--- src/rtl/des_pkg.sv ---
// Shared DES substitution-layer definitions: S-box and P tables, FSM state type,
// lookup/permutation helpers and the LANES legality check.
package des_pkg;

  typedef enum logic [1:0] {
    IDLE = 2'd0,
    RUN  = 2'd1,
    DONE = 2'd2
  } state_t;

  // Each box is 64 nibbles, index 0 in the top nibble; rows are 16 nibbles each.
  localparam logic [255:0] SBOX [8] = '{
    256'hE4D12FB83A6C5907_0F74E2D1A6CB9538_41E8D62BFC973A50_FC8249175B3EA06D,
    256'hF18E6B3497D2C05A_3D47F28EC01A69B5_0E7BA4D158C6932F_D8A13F42B67C05E9,
    256'hA09E63F51DC7B428_D70934A6285ECBF1_D6498F30B12C5AE7_1AD069874FE3B52C,
    256'h7DE3069A1285BC4F_D8B56F03472C1AE9_A690CB7DF13E5284_3F06A1D8945BC72E,
    256'h2C417AB6853FD0E9_EB2C47D150FA3986_421BAD78F9C5630E_B8C71E2D6F09A453,
    256'hC1AF92680D34E75B_AF427C9561DE0B38_9EF528C3704A1DB6_432C95FABE17608D,
    256'h4B2EF08D3C975A61_D0B7491AE35C2F86_14BDC37EAF680592_6BD814A7950FE23C,
    256'hD2846FB1A93E50C7_1FD8A374C56B0E92_7B419CE206ADF358_21E74A8DFC90356B
  };

  localparam int P_TABLE [32] = '{
    16,  7, 20, 21, 29, 12, 28, 17,
     1, 15, 23, 26,  5, 18, 31, 10,
     2,  8, 24, 14, 32, 27,  3,  9,
    19, 13, 30,  6, 22, 11,  4, 25
  };

  function automatic logic [3:0] sbox_lookup(logic [2:0] box, logic [5:0] chunk);
    logic [5:0] idx;
    idx = {chunk[5], chunk[0], chunk[4:1]};
    return SBOX[box][255 - 4 * int'(idx) -: 4];
  endfunction

  // Output bit i takes input bit P_TABLE[i-1]; bit 1 is the MSB on both sides.
  function automatic logic [1:32] p_perm(logic [1:32] x);
    logic [1:32] r;
    r = '0;
    for (int i = 0; i < 32; i++) begin
      r[i+1] = x[P_TABLE[i]];
    end
    return r;
  endfunction

  function automatic bit lanes_legal(int lanes);
    return (lanes == 1) || (lanes == 2) || (lanes == 4) || (lanes == 8);
  endfunction

endpackage

--- src/rtl/des_sbox_rom.sv ---
// One combinational DES S-box lookup: box select plus 6-bit chunk to 4-bit value.
module des_sbox_rom
  import des_pkg::*;
(
  input  logic [2:0] sel,
  input  logic [5:0] chunk,
  output logic [3:0] value
);

  assign value = sbox_lookup(sel, chunk);

endmodule

--- src/rtl/des_sbox_layer.sv ---
// Multi-cycle DES substitution layer, LANES boxes per cycle over 8/LANES cycles.
// Define DES_SBOX_PERM_EN to apply the P permutation on the final RUN edge.
module des_sbox_layer
  import des_pkg::*;
#(
  parameter int LANES = 2
) (
  input  logic        clk,
  input  logic        rst_n,
  input  logic        in_valid,
  output logic        in_ready,
  input  logic [1:48] in_data,
  output logic        out_valid,
  input  logic        out_ready,
  output logic [1:32] out_data,
  output logic        busy
);

  localparam int STEPS  = 8 / LANES;
  localparam int STEP_W = (STEPS > 1) ? $clog2(STEPS) : 1;
  localparam logic [STEP_W-1:0] LAST_STEP = STEP_W'(STEPS - 1);

  if (!lanes_legal(LANES)) begin : g_bad_lanes
    $error("des_sbox_layer: LANES must be 1, 2, 4 or 8");
  end

  // Handshake: a transfer happens on a rising edge where valid and ready are both
  // high; valid must be held until then, and the payload is stable while valid.
  state_t              state;
  logic [STEP_W-1:0]   step;
  logic [1:48]         in_reg;
  logic [1:32]         out_reg;
  logic [1:32]         merged;
  logic [1:32]         final_word;
  logic [2:0]          box [LANES];
  logic [3:0]          nib [LANES];

  for (genvar l = 0; l < LANES; l++) begin : g_lane
    assign box[l] = 3'(int'(step) * LANES + l);
    des_sbox_rom u_rom (
      .sel   (box[l]),
      .chunk (in_reg[6 * int'(box[l]) + 1 +: 6]),
      .value (nib[l])
    );
  end

  always_comb begin
    merged = out_reg;
    for (int l = 0; l < LANES; l++) begin
      merged[4 * int'(box[l]) + 1 +: 4] = nib[l];
    end
`ifdef DES_SBOX_PERM_EN
    final_word = p_perm(merged);
`else
    final_word = merged;
`endif
  end

  always_ff @(posedge clk) begin
    if (!rst_n) begin
      state   <= IDLE;
      step    <= '0;
      in_reg  <= '0;
      out_reg <= '0;
    end else begin
      case (state)
        IDLE: begin
          if (in_valid) begin
            in_reg  <= in_data;
            out_reg <= '0;
            step    <= '0;
            state   <= RUN;
          end
        end
        RUN: begin
          step <= step + STEP_W'(1);
          if (step == LAST_STEP) begin
            out_reg <= final_word;
            state   <= DONE;
          end else begin
            out_reg <= merged;
          end
        end
        DONE: begin
          if (out_ready) begin
            if (in_valid) begin
              in_reg  <= in_data;
              out_reg <= '0;
              step    <= '0;
              state   <= RUN;
            end else begin
              state <= IDLE;
            end
          end
        end
        default: state <= IDLE;
      endcase
    end
  end

  assign in_ready  = rst_n && ((state == IDLE) || ((state == DONE) && out_ready));
  assign out_valid = (state == DONE);
  assign out_data  = out_reg;
  assign busy      = (state != IDLE);

endmodule

--- config.mk ---
export PLATFORM = sky130hd
export DESIGN_NAME = des_sbox_layer
export DESIGN_NICKNAME = d
export VERILOG_FILES = /design/src/rtl/des_pkg.sv /design/src/rtl/des_sbox_rom.sv /design/src/rtl/des_sbox_layer.sv
export SDC_FILE = /design/constraint.sdc
export NUM_CORES = 1
export LEC_CHECK = 0
export ABC_AREA = 1
export ABC_CLOCK_PERIOD_IN_PS = 4500
export BUFFER_PORTS_ARGS = -buffer_cell sky130_fd_sc_hd__buf_2
export CAP_MARGIN = 20
export CORE_MARGIN = 5
export CORE_UTILIZATION = 45
export DETAILED_ROUTE_END_ITERATION = 8
export GPL_TIMING_DRIVEN = 0
export HOLD_SLACK_MARGIN = 0.1
export PLACE_DENSITY = 0.67
export SLEW_MARGIN = 20
export SYNTH_ARGS = -nofsm -noshare
export SYNTH_HDL_FRONTEND = slang
export SYNTH_SLANG_ARGS = --single-unit
--- constraint.sdc ---
create_clock -name clk -period 4.5 [get_ports clk]
set_input_delay 0.225 -clock clk [delete_from_list [all_inputs] [get_ports clk]]
set_output_delay 0.225 -clock clk [all_outputs]
set_load 0.01 [all_outputs]
==> flow_summary.ini, run 1 <==
[logic_synthesis]
synthFlopType = dfxtp_1
synth_commonest_cells = 301 x nand3_1, 284 x nand2_1, 89 x a21oi_1
synth_seq_area_share = 0.2345
synth_edf_count = 0
yosysTopAreaCellShare = 0.2345
yosysWarnings = 0
synthTopCellsByArea = dfxtp_1 23%, nand3_1 21%, nand2_1 15%
ys_ff_latch = 84
postSynthCellCount = 1205
yosys.area.top_type = dfxtp_1
ys_async_sr_fraction = 0
synth_fp_nets = 1275
yosysMostFrequentCell = nand3_1
synth_cell_type_count = 40
avgSynthCellArea_um2 = 5.952
synthesis.area_mm2 = 0.007172

[timing]
tightestPinTransition_ns = 1.099
finalHoldViolations = 0
setup_viol = 0
fin_worst_skew_ns = 0.005601
tns_ns = 0
layout_setup_ws_ns = 0.2212
slew_viol_final = 0
slew_headroom = 0.2616
period_needed_ns = 4.279
finalCritPeriodShare = 0.9508
fmax_mhz = 233.7

[place]
pre_cts_slack_ns = -1.257
numPortBuffers = 86
place_area_mm2 = 0.007873
dpl.hpwl_um = 22620
place.gp.congestion = 1.039

[detailed_routing]
vias = 9303
firstDrtPassIters = 6
wl_per_cell_um = 20.23
ant_nets = 0
routed_wirelength_um = 30960
vias_per_cell = 6.080
drc = 0
drtIter0Drc = 1419

[global_route]
grt_pass1_vias = 8629
grt_antenna_before_repair = 0
grt_pass1_wl_um = 47780
overflow = 0
grt_max_degree = 19
grt_use_total = 0.3291

[floorplanning]
fp.coreArea_mm2 = 0.01577
die_h_um = 136.2
ios = 87
rows = 46
die_w_um = 136.2
initial_utilization = 0.4548
die_area_mm2 = 0.01856

[finish]
syn_to_final_growth_pct = 15.93
largest_reg_flops = 48
fin_util = 0.5272
nets = 1379
nFillCells = 1727
diodes = 0
drive_gt1_frac = 0.1758
design_area_mm2 = 0.008314

[clock_network]
clock-sinks = 84
cts_root_buf = clkbuf_16
cts_buffer_depth = 2
cts_buffers = 9
cts-htree-levels = 3
cts_tree = built
clk_latency_ns = 0.35
path_clk_slew_ns = 0.06

[power_and_ir_drop]
vdd_drop_max_v = 0.0002179
p_total_uw = 3572
p_leak_uw = 0.003890
power_density_mw_per_mm2 = 429.6

[setup_path]
crit_fanout = 19
worst-setup-path-type = reg2reg
startpoint = step[0]
r2r_start = step[0]
crit_arrival_ns = 4.50
critical_path.startpoint_type = register
critPathRequiredTime_ns = 4.72
rrSetupSlack_ns = 0.22
endpoint_kind = register

[job]
drv_cap = 0

[hold_path]
hp-start = in_data[6]
worstHoldPathType = in2reg

[status]
status = finished, final reports clean
-- cell usage in the layout, fill, tap and decap left out, drive strengths merged --
| cell | n |
|---|---|
| nand3 | 312 |
| nand2 | 305 |
| buf | 147 |
| nor2 | 94 |
| a21oi | 89 |
| dfxtp | 84 |
| o21ai | 84 |
| inv | 82 |
| clkbuf | 31 |
| nand4 | 20 |
| ha | 18 |
| o211ai | 14 |
| o22ai | 8 |
| nor3 | 7 |
| clkinvlp | 3 |
| a31oi | 3 |
| clkinv | 3 |
| o31ai | 2 |
| or2 | 2 |
| a22oi | 1 |
| o311ai | 1 |
| a32oi | 1 |
| nand3b | 1 |
| and3 | 1 |
| o21a | 1 |
-- final timing paths --
path	to	cells past startpoint
worst max register to register	out_data[18]	27
worst max-delay path	out_data[18]	27
worst min-delay path	in_reg[6]	3
worst min register to register	in_reg[28]	2
-- cells by family (layout without fill, tap and decap cells) --
family          count (synthesis)  in the layout  share of synthesized area
compound gates                204            204                     0.1532
fa+ha+maj                      18             18                    0.03140
simple gates                  742            742                     0.4763
buf+inv                       157            266                     0.1047
flops                          84             84                     0.2345
-- through the flow --
step	hold WS, ns	instances
global placement	0.4448	1507
global route	0.1402	1530
floorplan	0.3917	1205
finish	0.1178	1530
detailed placement	0.4484	1507
CTS	0.1100	1522
-- per-layer routing --
metal / global-route usage / routed length, um / vias up
met1: 0.4388 / 12480 / 4162
met2: 0.4959 / 13210 / 671
met4: 0.1652 / 1657 / 0
met5: 0 / 0 / -
met3: 0.07772 / 3612 / 161
li1: - / - / 4309
-- power breakdown --
| part | internal [uW] | switching (uW) |
|---|---|---|
| sequential | 792 | 34.2 |
| combinational | 610 | 1410 |
| clock | 393 | 333 |
-- cell type report --
class                           count  area [um2]  share of cell area
Buffer                             73       475.5             0.05719
Inverter                           82       319.1             0.03837
Sequential cell                    84        1685              0.2027
Tap cell                          216       270.3             0.03251
Clock inverter                      6       46.29            0.005568
Clock buffer                       10       239.0             0.02874
Timing Repair Buffer               95       495.5             0.05959
Multi-Input combinational cell    964        4783              0.5753
-- what timing repair did --
item	CTS	global route
pin swaps	0	2
hold buffers	0	0
resized for setup	14	13
setup endpoints to repair	32	20
gates cloned	0	0
buffers inserted	0	8
-- critical path, cell delays in order, from the launching register on --
cell and delay [ns]:
dfxtp_4 0.38, buf_8 0.15, inv_4 0.07, buf_6 0.15, buf_8 0.21, clkbuf_8 0.21, clkbuf_16 0.21, ha_1 0.24
buf_4 0.18, inv_2 0.11, buf_6 0.15, nand2_1 0.07, nand3_2 0.13, nand3_4 0.13, nand2_4 0.12, buf_8 0.17
inv_1 0.13, ha_1 0.34, nand3_1 0.17, nand3_1 0.13, nand2_1 0.08, inv_1 0.04, a21oi_1 0.12, nand2_1 0.06
nand3_1 0.12, nand2_4 0.11, nand3_1 0.10, a21oi_2 0.06
No activity file was read; power rests on OpenSTA's default activity.
==> inputs of run 2 (changes only) <==
- CAP_MARGIN: 20 -> unset
- HOLD_SLACK_MARGIN: 0.1 -> 0.15
- TNS_END_PERCENT: unset -> 5
==> run 2 against run 1 <==
First-iteration DRC count increased by 5.5%. Combinational power about the same. Fmax decreased by 1.2%. Global-route usage increased by 0.37 points. Power increased by 0.86%. Clock skew increased by 0.0011 ns. Sequential cell count unchanged. Highest routed layer unchanged. Non-clock buffer count increased by 27.
==> flow_summary.ini, run 2 (same netlist as run 1, synthesis figures left out) <==
[status]
status = finished, final reports clean

[finish]
diodes = 0
drive_gt1_frac = 0.1760
final_common_cell = nand3_1
finalNonFillerCells = 1557
syn_to_final_growth_pct = 20.29
largest_reg_flops = 48
nets = 1406
final_cell_mix = 298 x nand3_1, 283 x nand2_1, 114 x buf_2

[timing]
tightestPinTransition_ns = 1.092
fmax_mhz = 230.9
fin_worst_skew_ns = 0.006720
finalCritPeriodShare = 0.9624
setup_viol = 0
rsz0062_at_grt = false
tns_ns = 0
slew_headroom = 0.2663
slew_viol_final = 0
period_needed_ns = 4.331
finalHoldViolations = 0

[setup_path]
critical_path.startpoint_type = register
cp_cell_sequence = buf_8 -> inv_4 -> buf_6 -> buf_6 -> buf_12 -> clkbuf_8 -> clkbuf_16 -> ha_1 -> buf_4 -> buf_4 -> buf_1 -> o311ai_1 -> a32oi_2 -> inv_1 -> nand3_1 -> nand4_1 -> a21oi_1
cp_slowest_stage_delay_ns = 0.53
startpoint = step[0]
worst-setup-path-type = reg2reg
endpoint_kind = register
r2r_start = step[0]
critPathRequiredTime_ns = 4.79
cp_slowest_cell = a32oi_2
crit_fanout = 18
crit_arrival_ns = 4.62

[clock_network]
clk_latency_ns = 0.36
cts-htree-levels = 3
clock-sinks = 84
cts_buffers = 9
cts_root_buf = clkbuf_16
path_clk_slew_ns = 0.07
cts_tree = built
cts_buffer_depth = 2

[floorplanning]
rows = 46
initial_utilization = 0.4548
fp.coreArea_mm2 = 0.01577
die_area_mm2 = 0.01856
ios = 87
die_w_um = 136.2
die_h_um = 136.2

[place]
dpl.hpwl_um = 22620
numPortBuffers = 86
place_inst = 1507
place.gp.congestion = 1.039

[detailed_routing]
drtIter0Drc = 1497
firstDrtPassIters = 7
ant_nets = 0
wl_per_cell_um = 20.03
routed_wirelength_um = 31190
vias = 9383
drc = 0
vias_per_cell = 6.026

[global_route]
grt_antenna_before_repair = 0
grt_max_degree = 19
overflow = 0
grt_pass1_vias = 8737
grt_pass1_wl_um = 48370
grt_use_total = 0.3328

[power_and_ir_drop]
power_density_mw_per_mm2 = 417.6
p_leak_uw = 0.004013
vdd_drop_max_v = 0.0002181

[job]
drv_cap = 0

[hold_path]
worstHoldPathType = in2reg
hp-start = in_data[31]
==> run 2: cell types whose count changed in the layout (fill, tap and decap cells not counted), moves of 2 or more <==
cell           previous run  this run
buf_12                    0         2
buf_4                    17        20
buf_8                     4         2
dlygate4sd3_1             0        25
==> run 2: cell type report <==
| cell class | count | area [um2] |
|---|---|---|
| plain buffers | 74 | 496.7 |
| clock inverters | 6 | 46.29 |
| well taps | 216 | 270.3 |
| repair buffers | 121 | 755.7 |
| fillers | 1692 | 7143 |
| multi-input cells | 964 | 4808 |
| flip-flops and latches | 84 | 1685 |
| inverters | 82 | 325.3 |
| clock buffers | 10 | 239.0 |
==> run 2: critical path: cells and delay by family (launching register included) <==
kind | cells | cell delay [ns]
DFF | 1 | 0.40
AOI/OAI and AO/OA | 3 | 0.93
buffers and inverters | 11 | 2.25
and+or+nand+nor | 2 | 0.41
adders and majority gates | 1 | 0.29
==> run 2: metal layers <==
metal  track usage  up-vias  share of wire
met5             0        -              0
met4        0.1646        0          0.050
met3       0.07624      148           0.11
met2        0.5074      644           0.43
met1        0.4413     4216           0.40
li1              -     4375              -
==> run 2: through the flow <==
stage / setup WS, ns / cell area [um2] / total power, uW / util / hold slack (ns)
after floorplan: 0.2320 / 7172 / 2166 / - / 0.3917
after global placement: -1.345 / 7873 / 2768 / 0.4992 / 0.4448
after detailed placement: -1.257 / 7873 / 2727 / 0.4992 / 0.4484
after CTS: 0.008145 / 8462 / 3482 / 0.5366 / 0.1550
after global routing: 0.03686 / 8627 / 3807 / 0.5470 / 0.1671
final: 0.1693 / 8627 / 3603 / 0.5470 / 0.1583
==> run 2: path summary, 6_finish.rpt <==
kind	endpoint	slack, ns	cells after the start
worst max-delay path	out_data[9]	0.17	17
worst min-delay path	in_reg[31]	0.16	3
worst max register to register	out_data[9]	0.17	17
worst min register to register	in_reg[28]	0.46	2
==> run 2: timing repair <==
item,CTS,global route
hold buffers,25,0
endpoints found under the hold margin,25,0
buffers inserted,0,10
cloned,0,0
pin swaps,0,4
endpoints found under the setup margin,32,20
gates resized for setup,14,20
==> run 2: report_power, final <==
| part | switching [uW] | internal [uW] | total [uW] | leakage [uW] |
|---|---|---|---|---|
| logic | 1410 | 636 | 2050 | 0.00319 |
| clock network | 332 | 393 | 725 | 0.000135 |
| registers | 34.0 | 792 | 826 | 0.000690 |
